==> src/rtl/mcycle_unit_param_if.sv <==
// Request/response bundle between the control unit and the multi-cycle mul/div unit.
interface mcycle_unit_param_if #(
  parameter int unsigned WIDTH = 32
);
  logic             Start;
  logic [1:0]       MCycleOp;
  logic [WIDTH-1:0] Operand1;
  logic [WIDTH-1:0] Operand2;
  logic [WIDTH-1:0] Result1;
  logic [WIDTH-1:0] Result2;
  logic             Busy;
  logic             Done;
  logic             DivByZero;

  modport master (
    output Start, MCycleOp, Operand1, Operand2,
    input  Result1, Result2, Busy, Done, DivByZero
  );

  modport slave (
    input  Start, MCycleOp, Operand1, Operand2,
    output Result1, Result2, Busy, Done, DivByZero
  );
endinterface

==> src/rtl/mcycle_unit_param.sv <==
// Multi-cycle multiply/divide unit: shift-add multiply with early exit on the
// multiplier's highest set bit, restoring divide, divide-by-zero detection.
module mcycle_unit_param #(
  parameter int unsigned WIDTH = 32
) (
  input  logic                CLK,
  input  logic                RESET,
  mcycle_unit_param_if.slave  bus
);

  localparam int unsigned CW = (WIDTH > 1) ? $clog2(WIDTH) : 1;

  typedef enum logic [1:0] {IDLE, RUN, FIX} state_t;

  state_t               state_q, state_d;

  logic                 start_prev_q;
  logic                 is_div_q;
  logic                 dz_q;
  logic                 neg_res_q;
  logic                 neg_rem_q;
  logic [CW-1:0]        cnt_q;
  logic [2*WIDTH-1:0]   prod_q;
  logic [2*WIDTH-1:0]   mcand_q;
  logic [WIDTH-1:0]     mplier_q;
  logic [WIDTH-1:0]     rem_q;
  logic [WIDTH-1:0]     quo_q;
  logic [WIDTH-1:0]     dvs_q;
  logic [WIDTH-1:0]     op1_q;
  logic [WIDTH-1:0]     res1_q;
  logic [WIDTH-1:0]     res2_q;
  logic                 done_q;
  logic                 dbz_q;

  logic                 launch;
  logic                 in_signed;
  logic                 a_neg, b_neg;
  logic [WIDTH-1:0]     a_mag, b_mag;
  logic [WIDTH:0]       div_sh, div_diff;
  logic [2*WIDTH-1:0]   prod_fix;
  logic [WIDTH-1:0]     quo_fix, rem_fix;
  logic [WIDTH-1:0]     fix_r1, fix_r2;

  // State register; reset aborts any operation in flight.
  always_ff @(posedge CLK) begin
    if (RESET) state_q <= IDLE;
    else       state_q <= state_d;
  end

  // Next state: multiply stops once the remaining multiplier bits are zero,
  // divide always runs WIDTH iterations, divide-by-zero skips RUN.
  always_comb begin
    state_d = state_q;
    unique case (state_q)
      IDLE: if (launch) state_d = (bus.MCycleOp[1] && (bus.Operand2 == '0)) ? FIX : RUN;
      RUN: begin
        if (is_div_q) begin
          if (cnt_q == CW'(WIDTH - 1)) state_d = FIX;
        end else if (mplier_q[WIDTH-1:1] == '0) begin
          state_d = FIX;
        end
      end
      FIX:     state_d = IDLE;
      default: state_d = IDLE;
    endcase
  end

  // Launch qualification, operand magnitudes, one divide step and sign fix-up.
  always_comb begin
    launch    = (state_q == IDLE) && bus.Start && !start_prev_q;
    in_signed = ~bus.MCycleOp[0];
    a_neg     = in_signed & bus.Operand1[WIDTH-1];
    b_neg     = in_signed & bus.Operand2[WIDTH-1];
    a_mag     = a_neg ? -bus.Operand1 : bus.Operand1;
    b_mag     = b_neg ? -bus.Operand2 : bus.Operand2;

    div_sh    = {rem_q, quo_q[WIDTH-1]};
    div_diff  = div_sh - {1'b0, dvs_q};

    prod_fix  = neg_res_q ? -prod_q : prod_q;
    quo_fix   = neg_res_q ? -quo_q  : quo_q;
    rem_fix   = neg_rem_q ? -rem_q  : rem_q;

    if (!is_div_q) begin
      fix_r1 = prod_fix[WIDTH-1:0];
      fix_r2 = prod_fix[2*WIDTH-1:WIDTH];
    end else if (dz_q) begin
      fix_r1 = '1;
      fix_r2 = op1_q;
    end else begin
      fix_r1 = quo_fix;
      fix_r2 = rem_fix;
    end
  end

  // Outputs: Busy covers RUN and FIX, so it never overlaps the Done strobe.
  assign bus.Busy      = (state_q != IDLE);
  assign bus.Done      = done_q;
  assign bus.DivByZero = dbz_q;
  assign bus.Result1   = res1_q;
  assign bus.Result2   = res2_q;

  // Datapath: latch at launch, iterate in RUN, commit results in FIX.
  always_ff @(posedge CLK) begin
    if (RESET) begin
      start_prev_q <= 1'b0;
      is_div_q     <= 1'b0;
      dz_q         <= 1'b0;
      neg_res_q    <= 1'b0;
      neg_rem_q    <= 1'b0;
      cnt_q        <= '0;
      prod_q       <= '0;
      mcand_q      <= '0;
      mplier_q     <= '0;
      rem_q        <= '0;
      quo_q        <= '0;
      dvs_q        <= '0;
      op1_q        <= '0;
      res1_q       <= '0;
      res2_q       <= '0;
      done_q       <= 1'b0;
      dbz_q        <= 1'b0;
    end else begin
      start_prev_q <= bus.Start;
      done_q       <= 1'b0;
      if (launch) begin
        is_div_q  <= bus.MCycleOp[1];
        dz_q      <= bus.MCycleOp[1] && (bus.Operand2 == '0);
        neg_res_q <= a_neg ^ b_neg;
        neg_rem_q <= a_neg;
        cnt_q     <= '0;
        prod_q    <= '0;
        mcand_q   <= {{WIDTH{1'b0}}, a_mag};
        mplier_q  <= b_mag;
        rem_q     <= '0;
        quo_q     <= a_mag;
        dvs_q     <= b_mag;
        op1_q     <= bus.Operand1;
        dbz_q     <= 1'b0;
      end else if (state_q == RUN) begin
        cnt_q <= cnt_q + 1'b1;
        if (is_div_q) begin
          if (!div_diff[WIDTH]) begin
            rem_q <= div_diff[WIDTH-1:0];
            quo_q <= {quo_q[WIDTH-2:0], 1'b1};
          end else begin
            rem_q <= div_sh[WIDTH-1:0];
            quo_q <= {quo_q[WIDTH-2:0], 1'b0};
          end
        end else begin
          if (mplier_q[0]) prod_q <= prod_q + mcand_q;
          mcand_q  <= mcand_q << 1;
          mplier_q <= mplier_q >> 1;
        end
      end else if (state_q == FIX) begin
        res1_q <= fix_r1;
        res2_q <= fix_r2;
        done_q <= 1'b1;
        dbz_q  <= dz_q;
      end
    end
  end

endmodule

==> src/flat_wrapper.sv <==
// flat-port wrapper written by rule: the top's interface ports become plain ports
module mcycle_unit_param_flat 
#(
  parameter int unsigned WIDTH = 32
)
  (CLK, RESET, bus_Start, bus_MCycleOp, bus_Operand1, bus_Operand2, bus_Result1, bus_Result2, bus_Busy, bus_Done, bus_DivByZero);
  mcycle_unit_param_if #(.WIDTH(WIDTH)) bus_i ();
  input  logic CLK;
  input  logic RESET;
  input wire logic [$bits(bus_i.Start)-1:0] bus_Start;
  input wire logic [$bits(bus_i.MCycleOp)-1:0] bus_MCycleOp;
  input wire logic [$bits(bus_i.Operand1)-1:0] bus_Operand1;
  input wire logic [$bits(bus_i.Operand2)-1:0] bus_Operand2;
  output wire logic [$bits(bus_i.Result1)-1:0] bus_Result1;
  output wire logic [$bits(bus_i.Result2)-1:0] bus_Result2;
  output wire logic [$bits(bus_i.Busy)-1:0] bus_Busy;
  output wire logic [$bits(bus_i.Done)-1:0] bus_Done;
  output wire logic [$bits(bus_i.DivByZero)-1:0] bus_DivByZero;
  assign bus_i.Start = bus_Start;
  assign bus_i.MCycleOp = bus_MCycleOp;
  assign bus_i.Operand1 = bus_Operand1;
  assign bus_i.Operand2 = bus_Operand2;
  assign bus_Result1 = bus_i.Result1;
  assign bus_Result2 = bus_i.Result2;
  assign bus_Busy = bus_i.Busy;
  assign bus_Done = bus_i.Done;
  assign bus_DivByZero = bus_i.DivByZero;
  mcycle_unit_param #(.WIDTH(WIDTH)) u_core (.CLK(CLK), .RESET(RESET), .bus(bus_i));
endmodule
==> config.mk <==
export PLATFORM = sky130hd
export DESIGN_NAME = mcycle_unit_param_flat
export DESIGN_NICKNAME = d
export VERILOG_FILES = /design/src/rtl/mcycle_unit_param_if.sv /design/src/rtl/mcycle_unit_param.sv /design/src/flat_wrapper.sv
export SDC_FILE = /design/constraint.sdc
export NUM_CORES = 1
export LEC_CHECK = 0
export CORE_AREA = 2 2 211 213
export CTS_CLUSTER_DIAMETER = 100
export DETAILED_ROUTE_END_ITERATION = 10
export DIE_AREA = 0 0 213 215
export PLACE_DENSITY_LB_ADDON = 0.15
export SETUP_SLACK_MARGIN = 0.05
export SYNTH_ARGS = -nofsm -noshare
export SYNTH_HDL_FRONTEND = slang
export SYNTH_SLANG_ARGS = --single-unit
export TNS_END_PERCENT = 50
==> constraint.sdc <==
create_clock -name CLK -period 3.36 [get_ports CLK]
set_input_delay 0.504 -clock CLK [delete_from_list [all_inputs] [get_ports CLK]]
set_output_delay 0.504 -clock CLK [all_outputs]
set_load 0.005 [all_outputs]
==> summary.md <==
| Metric | Value |
|---|---|
| Post-synth top area cell | `dfxtp_1` |
| Final TNS setup | `0 ns` |
| Worst slew pin tran | `1.103 ns` |
| CORE AREA | `43640 sq um` |
| Max frequency | `0.2982 GHz` |
| Port Buffers | `135` |
| Endpoints failing hold | `0` |
| Crit path kind | `reg -> reg` |
| Die span in x | `213 microns` |
| Max clock buf depth | `3` |
| Post-synthesis net count | `3268` |
| Max Transition Viols Final | `0` |
| Period utilization | `99.82%` |
| Post-synthesis sequential area ratio | `30.91%` |
| Core Rows | `77` |
| # clock sinks | `366` |
| Clk root buf | `clkbuf_16` |
| Req. time, crit path | `3.87 ns` |
| EDFF count, synth | `0` |
| Grt total ovfl | `0` |
| Ports | `136` |
| Layout area overhead | `23.72%` |
| Yosys top cell area share | `30.91%` |
| CTS Buf Count | `43` |
| Post-Syn Area per Cell | `7.660 sq um` |
| Crit-path max FO | `5` |
| Vias per inst | `6.049` |
| VDD IR max | `0.3779 mV` |
| Via count | `24090` |
| ANT nets after route | `0` |
| Worst setup path start | `u_core.prod_q[10]$_SDFFE_PP0P_` |
| Leakage | `12.04 nW` |
| Yosys cell types | `76` |
| Top cells by area, synth | `dfxtp_1 31%, nand2_1 8.7%, a21oi_1 8.1%, xnor2_1 5.8%, ha_1 5.4%` |
| Synth Cell Area | `23710 sq um` |
| Synth warnings | `0` |
| Die H | `215 microns` |
| Worst skew pair latency | `0.60 ns` |
| Hold path startpoint | `u_core.bus.Result1[18]$_SDFFE_PP0P_` |
| Most common cell in the netlist | `nand2_1` |
| Fin nets | `3531` |
| Vias in the first global route | `22590` |
| Combinational power share | `19.5%` |
| Top_reg_cell synth | `dfxtp_1` |
| Final setup violation count | `0` |
| DRC marker count from the first detailed-route iteration | `1961` |
| Crit path DAT | `3.86 ns` |
| DRT Pass-1 Iters | `7` |
| Clock-pin slew on the worst setup and hold paths | `0.06 ns` |
| Pin count of the biggest net entering global routing | `158` |
| Maxcap violations | `0` |
| Wire per inst | `19.88 microns` |
| Status | `complete, no violations` |
| Antenna violations before repair | `0` |
| H-tree depth | `2` |
| CP Launch Type | `register` |
| Commonest cells post-synth | `549 x nand2_1, 383 x a21oi_1, 366 x dfxtp_1` |
| Final Critical Period | `3.354 ns` |
| Overall power after layout | `12.35 mW` |
| First-pass GRT wire length | `123.1 mm` |
| Worst setup EP type | `register` |
| Reg-to-reg critical path startpoint | `u_core.prod_q[10]$_SDFFE_PP0P_` |
| Initial Util | `54.32%` |
| # diodes | `0` |
| Die area | `45800 sq um` |
| Pwr dens | `421.1 nW/um^2` |
| Ys async rst share | `0%` |
| Internal Power | `8.775 mW` |
| Post-route DRC | `0` |
| Switching fraction of total power | `28.95%` |
| Reg power frac | `38.6%` |
| Worst Skew | `0.03627 ns` |
| RSZ-0062 raised after global routing | `true` |
| Max-slew headroom | `26.50%` |
| DP HPWL | `58.54 mm` |
| Worst hold path type | `reg -> reg` |
| Total GRT Usage | `33.95%` |
| #FFs+latches synth | `366` |
| Final WL | `79.17 mm` |
| WHS | `0.4495 ns` |
| Ratio of cells with drive above 1 in the final layout | `14.39%` |
| P_sw | `3.576 mW` |
| Post-Syn Instances | `3095` |
| Clock Power Share | `41.9%` |
| TritonCTS clock tree | `built` |
| Routability congestion estimate | `0.9347` |
-- cells by family after synthesis --
logic type | after synthesis | share of synthesized area, %
compound gates | 1006 | 26.50
xor+xnor | 261 | 9.642
fa+ha+maj | 104 | 5.552
buf+inv | 286 | 4.581
flops | 366 | 30.91
mux | 93 | 3.942
simple gates | 979 | 18.87
-- flip-flops by register name, indices dropped and copies added (netlist names) --
register and count:
u_core.bus.Result1 32, u_core.bus.Result2 32, u_core.is_div_q 1, u_core.bus.DivByZero 1, u_core.dz_q 1, u_core.dvs_q 32
u_core.op1_q 32, u_core.prod_q 64, u_core.quo_q 32, u_core.neg_rem_q 1, u_core.rem_q 32, u_core.start_prev_q 1
u_core.neg_res_q 1, u_core.bus.Done 1, u_core.cnt_q 5, u_core.mplier_q 32, u_core.mcand_q 64, u_core.state_q 2
-- power by group through the flow --
stage | registers [mW] | logic (mW) | clock network [mW]
floorplan | 4.78 | 1.45 | 0
global placement | 4.84 | 2.26 | 0
detailed placement | 4.85 | 2.29 | 0
CTS | 4.76 | 2.33 | 5.24
global route | 4.79 | 2.61 | 5.42
finish | 4.77 | 2.41 | 5.17
-- area by class of cell --
cell class	instances	area [sq um]
clock buffer	59	1277
sequential	366	7341
timing repair buffer	426	3635
fill	3750	14310
tap	592	740.7
inverter	78	292.8
multi-input combinational	2443	15740
clock inverter	19	304.0
-- per-stage QoR --
step | util, % | instance area, sq um | instances | setup WS (ns)
finish | 67.21 | 29330 | 3983 | 0.006117
global route | 67.21 | 29330 | 3983 | -0.09058
CTS | 66.34 | 28950 | 3976 | -0.1091
detailed placement | 62.38 | 27230 | 3892 | -0.1510
global placement | 62.38 | 27230 | 3892 | -0.1182
floorplan | - | 23710 | 3095 | 0.04326
-- placed cells by master, fill, tap and decap left out, types with 78 or more instances in the layout --
cell	Yosys	final
nand2_1	549	543
a21oi_1	383	374
dfxtp_1	366	357
buf_4	0	279
o21ai_0	169	160
xnor2_1	158	155
clkdlybuf4s50_1	0	134
nor2_1	124	120
xor2_1	103	102
ha_1	102	100
a21boi_0	99	98
mux2i_1	90	89
inv_1	78	78
-- what timing repair did --
action	4_1_cts	5_1_grt
pin swaps	18	39
gates resized for setup	24	77
setup endpoints to repair	50	73
gates cloned	0	0
hold buffers	0	0
buffers inserted	6	7
-- path summary, 6_finish.rpt --
check,end,slack (ns),cells after the start
hold / removal,u_core.bus.Result1[18]$_SDFFE_PP0P_,0.45,2
setup reg to reg,u_core.bus.Result2[31]$_SDFFE_PP0P_,0.006,11
setup / recovery,u_core.bus.Result2[31]$_SDFFE_PP0P_,0.006,11
hold reg to reg,u_core.bus.Result1[18]$_SDFFE_PP0P_,0.45,2
-- layer usage --
layer / global-route usage, % / routed length, microns / part of all wire (%) / vias up
met4: 16.11 / 3792 / 4.8 / 0
met2: 54.69 / 36140 / 46 / 894
li1: - / - / - / 11560
met3: 3.785 / 5643 / 7.1 / 159
met5: 0 / 0 / 0 / -
met1: 45.26 / 33590 / 42 / 11480
-- critical path: stages, from the launching register on --
cell and delay (ns):
dfxtp_2 0.31, or4_4 0.54, or3_4 0.40, nor4_4 0.29
buf_4 0.18, nand2_4 0.06, or3_4 0.34, or3_4 0.38
o41ai_2 0.25, xnor2_1 0.23, o211ai_1 0.12, a21oi_1 0.16
No activity file was read; power rests on OpenSTA's default activity.
